File: src/rtl/atomic_counter_reader.sv
// atomic_counter_reader: initiator that reads a 64-bit event counter as two
// 32-bit accesses over a req/ack link. The first access is flagged atomic so
// the responder freezes the high word for the second access. The assembled
// snapshot and its delta from the previous good snapshot go to a consumer.
//
// Consumer handshake: valid_o rises with value_o/delta_o and both hold stable
// until ready_i is sampled high on a rising edge while valid_o=1; that edge
// is the single transfer, and valid_o drops on the same edge.
module atomic_counter_reader #(
  parameter int ACK_TIMEOUT = 4
) (
  input  logic        clk,
  input  logic        reset,
  input  logic        start_i,
  output logic        req_o,
  output logic        atomic_o,
  input  logic        ack_i,
  input  logic [31:0] count_i,
  output logic [63:0] value_o,
  output logic [63:0] delta_o,
  output logic        valid_o,
  input  logic        ready_i,
  output logic        busy_o,
  output logic        err_o,
  output logic        spurious_o,
  output logic [2:0]  dbg_state
);

  localparam logic [2:0] IDLE    = 3'd0;
  localparam logic [2:0] REQ_LO  = 3'd1;
  localparam logic [2:0] WAIT_LO = 3'd2;
  localparam logic [2:0] REQ_HI  = 3'd3;
  localparam logic [2:0] WAIT_HI = 3'd4;
  localparam logic [2:0] OUT     = 3'd5;

  // Last wait-cycle count before the link is declared dead.
  localparam logic [7:0] TMO_LAST = 8'(ACK_TIMEOUT - 1);

  logic [2:0]  state_q;
  logic [2:0]  state_nxt;
  logic [7:0]  tmo_q;
  logic [31:0] lo_q;
  logic [63:0] prev_q;
  logic        timeout;
  logic        in_wait;
  logic        stray_ack;

  assign in_wait   = (state_q == WAIT_LO) || (state_q == WAIT_HI);
  // An ack outside a wait state has no request behind it.
  assign stray_ack = ack_i && !in_wait;

  // Request strobes decode straight from the state register, so they are
  // single-cycle by construction and atomic_o is never high without req_o.
  assign req_o     = (state_q == REQ_LO) || (state_q == REQ_HI);
  assign atomic_o  = (state_q == REQ_LO);
  assign dbg_state = state_q;

  // Next-state logic and timeout detection.
  always_comb begin
    state_nxt = state_q;
    timeout   = 1'b0;
    case (state_q)
      IDLE:    if (start_i) state_nxt = REQ_LO;
      REQ_LO:  state_nxt = WAIT_LO;
      WAIT_LO: begin
        if (ack_i) begin
          state_nxt = REQ_HI;
        end else if (tmo_q == TMO_LAST) begin
          timeout   = 1'b1;
          state_nxt = IDLE;
        end
      end
      REQ_HI:  state_nxt = WAIT_HI;
      WAIT_HI: begin
        if (ack_i) begin
          state_nxt = OUT;
        end else if (tmo_q == TMO_LAST) begin
          timeout   = 1'b1;
          state_nxt = IDLE;
        end
      end
      OUT:     if (ready_i) state_nxt = IDLE;
      default: state_nxt = IDLE;
    endcase
  end

  // State register plus registered status flags.
  always_ff @(posedge clk or negedge reset) begin
    if (!reset) begin
      state_q    <= IDLE;
      busy_o     <= 1'b0;
      err_o      <= 1'b0;
      valid_o    <= 1'b0;
      spurious_o <= 1'b0;
    end else begin
      state_q <= state_nxt;
      busy_o  <= (state_nxt != IDLE);
      err_o   <= timeout;
      valid_o <= (state_nxt == OUT);
      if (stray_ack) spurious_o <= 1'b1;
    end
  end

  // Ack timeout counter: restarted by each request pulse, counts idle wait cycles.
  always_ff @(posedge clk or negedge reset) begin
    if (!reset) begin
      tmo_q <= 8'd0;
    end else if (req_o) begin
      tmo_q <= 8'd0;
    end else if (in_wait && !ack_i) begin
      tmo_q <= tmo_q + 8'd1;
    end
  end

  // Data path: low-word capture, snapshot assembly and delta against prev.
  always_ff @(posedge clk or negedge reset) begin
    if (!reset) begin
      lo_q    <= 32'd0;
      prev_q  <= 64'd0;
      value_o <= 64'd0;
      delta_o <= 64'd0;
    end else begin
      if (state_q == WAIT_LO && ack_i) lo_q <= count_i;
      if (state_q == WAIT_HI && ack_i) begin
        value_o <= {count_i, lo_q};
        delta_o <= {count_i, lo_q} - prev_q;
        prev_q  <= {count_i, lo_q};
      end
    end
  end

endmodule

File: config.mk
export PLATFORM = sky130hd
export DESIGN_NAME = atomic_counter_reader
export DESIGN_NICKNAME = d
export VERILOG_FILES = /design/src/rtl/atomic_counter_reader.sv
export SDC_FILE = /design/constraint.sdc
export NUM_CORES = 1
export LEC_CHECK = 0
export CORE_ASPECT_RATIO = 1.1
export CORE_UTILIZATION = 49
export DETAILED_ROUTE_END_ITERATION = 10
export GPL_ROUTABILITY_DRIVEN = 1
export PLACE_DENSITY = 0.82
export SLEW_MARGIN = 25
export SYNTH_ARGS = -nofsm -noshare
export SYNTH_HDL_FRONTEND = slang
export SYNTH_SLANG_ARGS = --single-unit
File: constraint.sdc
create_clock -name clk -period 2.7 [get_ports clk]
set_input_delay 0.81 -clock clk [delete_from_list [all_inputs] [get_ports clk]]
set_output_delay 0.81 -clock clk [all_outputs]
set_load 0.01 [all_outputs]
==> impl_metrics.ini <==
[yosys]
yosys_warnings = 0
synth_top_family_by_area = compound AO/OA/AOI/OAI gates
ys_seq_area_share_pct = 42.5
synth_edf_count = 0
synth-simple-area-share_pct = 15.2
syn-cell-area_um2 = 10300
synth.distinct_cells = 64
synth_mux_area_share_pct = 3.47
ys.flop_type = dfrtp_1
synth_xor_area_share_pct = 5.35
syn_inst = 1169
synth_area_per_cell_um2 = 8.82
synth-compound-area-share_pct = 20.4
async_flop_share_pct = 100
synth_fp_nets = 1271
synth_adder_area_share_pct = 7.96
ys_ff_latch = 175

[clock_network]
holdBufCountCts = 0
clock_latency_ns = 0.45
tritoncts = built
cts.sinks = 175
clockBufferDepth = 2
cts_made_buffers = 17
cts_max_level = 4
path_clk_slew_ns = 0.07
clock-root-buffer = clkbuf_16

[placement]
placed_area_um2 = 14700
dp.cells = 1838
dp_hpwl_um = 24800
gp_congestion = 0.993
port_buffers = 173
post-place-ws_ns = -0.930

[run_status]
outcome = finished, violations left
violations = setup timing

[global_routing]
grt_pass1_wl_um = 55400
grt_antenna_before_repair = 1
grt_max_degree = 89
grt_use_total_pct = 32.9
grt.overflow.total = 0
grt_pass1_vias = 10898

[timing]
final.min_clock_period_ns = 3.16
hold_viol = 0
worst_pin_slew_ns = 0.581
clock.fmax_ghz = 0.317
fin_worst_skew_ns = 0.0162
timing.final.ws_setup_ns = -0.458
rsz0062_at_grt = true
finalSetupViolCount = 45
drv_slew = 0
finalHoldWorstSlack_ns = 0.314
period_share_pct = 117
relSlewSlack_pct = 60.9

[final_layout]
postLayoutCellArea_um2 = 16400
final_common_cell = buf_4
diodes = 0
final_layout_size_suffix_gt1_share_pct = 33.5
layout_common_cells = buf_4, nand2_1, dfrtp_1, clkdlybuf4s50_1, o21ai_0
final_core_util_pct = 79.8
nets = 1736
area_delta_synth_final_pct = 59.2
final_cells = 1902

[drt]
dr_total_vias = 11305
dr.pass1.iters = 6
drc_errors = 0
avgViaCountPerCell = 5.94
routed_wirelength_um = 39500
wl_per_cell_um = 20.8
postRouteAntennaNets = 0
drt_iter0_markers = 942

[worst_setup_path]
crit_type = flop to flop
crit_chain = ha_4 -> nand2_4 -> or4b_4 -> o211ai_1 -> a21oi_2 -> buf_4 -> a31oi_4 -> o31ai_4 -> buf_4 -> a21oi_4 -> buf_4 -> xor2_1 -> o21ai_1
r2r_slack_ns = -0.46
crit_arrival_ns = 3.49
path_max_fanout = 3
path_delay_family = compound AO/OA/AOI/OAI gates
crit_top_cell = buf_4
slowest_stage = or4b_4
critPathBufInv = 3
start_kind = flop
end_kind = flop
crit_required_ns = 3.03
critPathMaxStageDelay_ns = 0.49

[floorplan]
core_um2 = 20600
die_width_um = 140
initial_core_util_pct = 50.1
io-pin-count = 174
die_y_um = 154
dieArea_um2 = 21600
num_rows = 55

[power_and_ir_drop]
p_leak_nw = 7.63
power.density_nw_per_um2 = 1690
ir_worst_vdd_mv = 0.811

[worst_hold_path]
hold_path.class = input pin to async pin

[job]
maxCapViolCount = 0
==> layer usage <==
| metal | vias up | global-route usage, % | share of wire, % |
|---|---|---|---|
| li1 | 4991 | - | - |
| met1 | 5426 | 42.3 | 39 |
| met2 | 708 | 56.5 | 48 |
| met3 | 178 | 4.09 | 8.2 |
| met4 | 2 | 12.7 | 4.7 |
| met5 | - | 0 | 0.046 |
==> logic make-up (layout without fill, tap and decap cells) <==
kind of cell | after synthesis | after routing
XOR/XNOR | 63 | 63
adder cells (fa/ha/maj) | 65 | 65
buffers and inverters | 138 | 615
AO/OA/AOI/OAI | 347 | 347
AND/OR/NAND/NOR | 349 | 349
flip-flops | 175 | 175
multiplexers | 32 | 32
==> per-stage QoR <==
stage | power (mW) | TNS, ns
3_3_place_gp | 20.2 | -18.77
6_report | 27.7 | -9.94
4_1_cts | 24.8 | -6.54
5_1_grt | 29.0 | -11.93
3_5_place_dp | 20.6 | -20.10
2_1_floorplan | 12.7 | -0.488
==> path summary, 6_finish.rpt <==
check                           cells after the start          end  startpoint
worst min-delay path                                1     lo_q[22]       reset
worst max register to register                     13  delta_o[52]     lo_q[7]
worst max-delay path                               13  delta_o[52]     lo_q[7]
max in group asynchronous                           2   prev_q[40]       reset
min in group clk                                    1   spurious_o  spurious_o
worst min register to register                      1   spurious_o  spurious_o
==> layout make-up <==
type,count,area (um2)
clock buffer,18,439
clock inverter,13,198
fill,1140,4160
inverter,84,315
multi-input combinational,856,6460
sequential,175,4380
tap,256,320
timing repair buffer,500,4300
==> state kept, by name, summed over array words and instances, names as in the netlist <==
register and flops:
tmo_q 8, spurious_o 1, busy_o 1, valid_o 1, lo_q 32, delta_o 64, err_o 1, dbg_state 3
prev_q 64
==> power by group <==
part / total (mW) / switching (mW) / leakage (nW) / internal [mW]
registers: 4.76 / 0.897 / 2.16 / 3.86
logic: 20.2 / 10.0 / 5.15 / 10.2
clock network: 2.76 / 1.16 / 0.314 / 1.59
==> cells in the mapped netlist, drive strengths merged, types with 3 or more instances <==
cell type	number	share of area (%)
a211oi	8	0.58
a21boi	3	0.25
a21o	35	2.5
a21oi	71	3.5
a221oi	5	0.42
a31oi	5	0.36
and2	6	0.36
and3	10	0.61
buf	9	0.39
clkbuf	45	1.6
dfrtp	175	42
ha	64	7.8
inv	84	3.1
mux2	30	3.3
nand2	192	7.0
nand2b	12	0.73
nand3	19	0.92
nand4	20	1.2
nor2	50	1.8
nor2b	7	0.42
nor3	11	0.53
nor4	6	0.42
o211ai	7	0.51
o21a	9	0.73
o21ai	162	7.9
o21bai	12	0.87
o31a	4	0.35
o31ai	10	0.82
or3	4	0.24
xnor2	34	2.9
xor2	29	2.5
==> repair_timing <==
item	in CTS	in global routing
setup endpoints to repair	41	48
gates resized for setup	102	131
hold endpoints to repair	0	0
setup buffers	21	23
pin swaps	61	70
Power figures use the tool's default switching activity.
==> patch, RTL diff (config.mk and constraints unchanged) <==
Register the output `err_o` once more, with the module's reset; this adds one clock of latency there. The other outputs are not delayed to match.
--- a/src/rtl/atomic_counter_reader.sv
+++ b/src/rtl/atomic_counter_reader.sv
@@ -36,4 +36,6 @@
   // Last wait-cycle count before the link is declared dead.
   localparam logic [7:0] TMO_LAST = 8'(ACK_TIMEOUT - 1);
+
+  logic err_s0;
 
   logic [2:0]  state_q;
@@ -90,5 +92,5 @@
       state_q    <= IDLE;
       busy_o     <= 1'b0;
-      err_o      <= 1'b0;
+      err_s0     <= 1'b0;
       valid_o    <= 1'b0;
       spurious_o <= 1'b0;
@@ -96,5 +98,5 @@
       state_q <= state_nxt;
       busy_o  <= (state_nxt != IDLE);
-      err_o   <= timeout;
+      err_s0  <= timeout;
       valid_o <= (state_nxt == OUT);
       if (stray_ack) spurious_o <= 1'b1;
@@ -130,4 +132,12 @@
   end
 
+  always_ff @(posedge clk or negedge reset) begin
+    if (!reset) begin
+      err_o <= '0;
+    end else begin
+      err_o <= err_s0;
+    end
+  end
+
 endmodule
 
Function: changed (a bounded check fails within 10 cycles, from zero or initial values and one cycle with reset low).
==> patch against the original RTL <==
  * Cell area down 0.69%
  * Setup slack got worse by 0.13 ns
  * Non-clock buffer count grew 2
  * Area after synthesis increased by 0.24%
  * Global-route usage rose by 1.2 points
  * Wire length fell by 0.63%
  * Cell count increased by 0.37%
  * Via count grew 1.2%
  * Power is 1.7% lower
  * The run still ends with setup timing left
  * Sequential cell count grew 1
==> patch: results (changes against the original RTL) <==
[placement]
place_inst=1835  ; was 1838
dp_slack_ns=-1.06  ; was -0.930 ns
gp_congestion=0.947  ; was 0.993
dp_hpwl_microns=24500  ; was 24800 microns
dpl_cell_area_sq_um=14700  ; about the same

[yosys]
synthAdderAreaFrac_pct=7.94  ; was 7.96%
synthXorXnorAreaFrac_pct=5.34  ; was 5.35%
synth_area_leaders=dfrtp_1 43%, ha_1 7.7%, o21ai_0 7.1%  ; was dfrtp_1 42%, ha_1 7.8%, o21ai_0 7.1%
postSynthAreaPerCell_sq_um=8.84  ; was 8.82 sq um
ys_seq_area_share_pct=42.6  ; was 42.5%
ys_warn_count=0  ; unchanged
synth_nets=1272  ; was 1271
synth_mux_area_share_pct=3.46  ; was 3.47%
synth_cell_type_count=64  ; unchanged
yosys-top-cells-count=192 x nand2_1, 176 x dfrtp_1, 146 x o21ai_0  ; was 192 x nand2_1, 175 x dfrtp_1, 146 x o21ai_0
synth_compound_area_share_pct=20.4  ; about the same

[timing]
setup_viol=45  ; unchanged
hold-worst-slack_ns=0.308  ; was 0.314 ns
max-slew-margin-rel_pct=40.3  ; was 60.9%
worst_slack_ns=-0.592  ; was -0.458 ns
skew_ns=0.0109  ; was 0.0162 ns
setup_tns_ns=-14.37  ; was -9.94 ns

[finish]
largest_registers=delta_o (64), prev_q (64), lo_q (32)  ; unchanged
fin_nets=1739  ; was 1736
drive_above_1_share_pct=32.5  ; was 33.5%
fin_util_pct=79.0  ; was 79.8%
fillers=1206  ; was 1140

[clocking]
clockBufferDepth=2  ; unchanged
cts_max_level=4  ; unchanged
post_cts_resized=138  ; was 102
cts_buffers=17  ; unchanged
post_cts_buffers=23  ; was 21

[global_routing]
grt_pass1_wl_microns=57800  ; was 55400 microns
grt_max_degree=125  ; was 89
use_met1_pct=42.5  ; was 42.3%
antenna_found_initial=4  ; was 1
grt_usage_pct=34.1  ; was 32.9%
met2_usage_pct=57.5  ; was 56.5%
use_met3_pct=6.22  ; was 4.09%
grt_pass1_vias=11100  ; was 10900

[pwr]
internal_power_uw=15300  ; was 15600 uW
ir_drop_uv=929  ; was 811 uV
fin_total_pwr_uw=27300  ; was 27700 uW
p_seq_uw=4800  ; was 4760 uW
leakage_uw=0.00754  ; was 0.00763 uW
clock_power_uw=2570  ; was 2760 uW

[run_status]
outcome=finished with violations  ; unchanged
violations=setup timing  ; unchanged

[worst_setup_path]
endpoint=delta_o[48]  ; was delta_o[52]
path_max_fanout=4  ; was 3
timing.rr.start=prev_q[15]  ; was lo_q[7]
r2r_slack_ns=-0.59  ; was -0.46 ns
reg2regPathDepth=12  ; was 13
slowest_delay_ns=0.53  ; was 0.49 ns
cp_slowest_cell=o21ai_0  ; was or4b_4

[detailed_routing]
via_per_inst=6.00  ; was 5.94
drt_pre_antenna_iters=8  ; was 6
drt-total-wl_microns=39300  ; was 39500 microns
drt-initial-drc-count=1019  ; was 942
wl_per_cell_microns=20.6  ; was 20.8 microns

patch: cell count changes in the layout (fill, tap and decap cells not counted), sizes merged:
cell           unedited run  this run
buf                     328       337
clkbuf                   27        18
dlygate4sd2               8        13
dlymetal6s2s              4         0
diode                     0         3
bufinv                    4         2
clkinv                    3         5
clkinvlp                  0         2
clkdlybuf4s15             0         1
dfrtp                   175       176
inv                      90        89
patch: cell type report:
cell class                 count  share of cell area [%]
multi-input combinational    856                    39.2
sequential                   176                    27.0
timing repair buffer         502                    26.2
clock buffer                  18                    2.69
tap                          256                    1.96
inverter                      84                    1.93
clock inverter                14                   0.944
antenna                        3                  0.0460
patch: worst max-delay path, delay by kind of cell (launching register included):
family / cells / cell delay [ns]
xor+xnor: 1 / 0.17
fa+ha+maj: 1 / 0.37
compound gates: 9 / 2.21
flops: 1 / 0.34
buf+inv: 1 / 0.06
patch: metal layers:
layer | vias up | wire, microns
met5 | - | 12
met4 | 2 | 2370
met3 | 218 | 3270
met2 | 750 | 18700
met1 | 5487 | 14900
li1 | 4989 | -
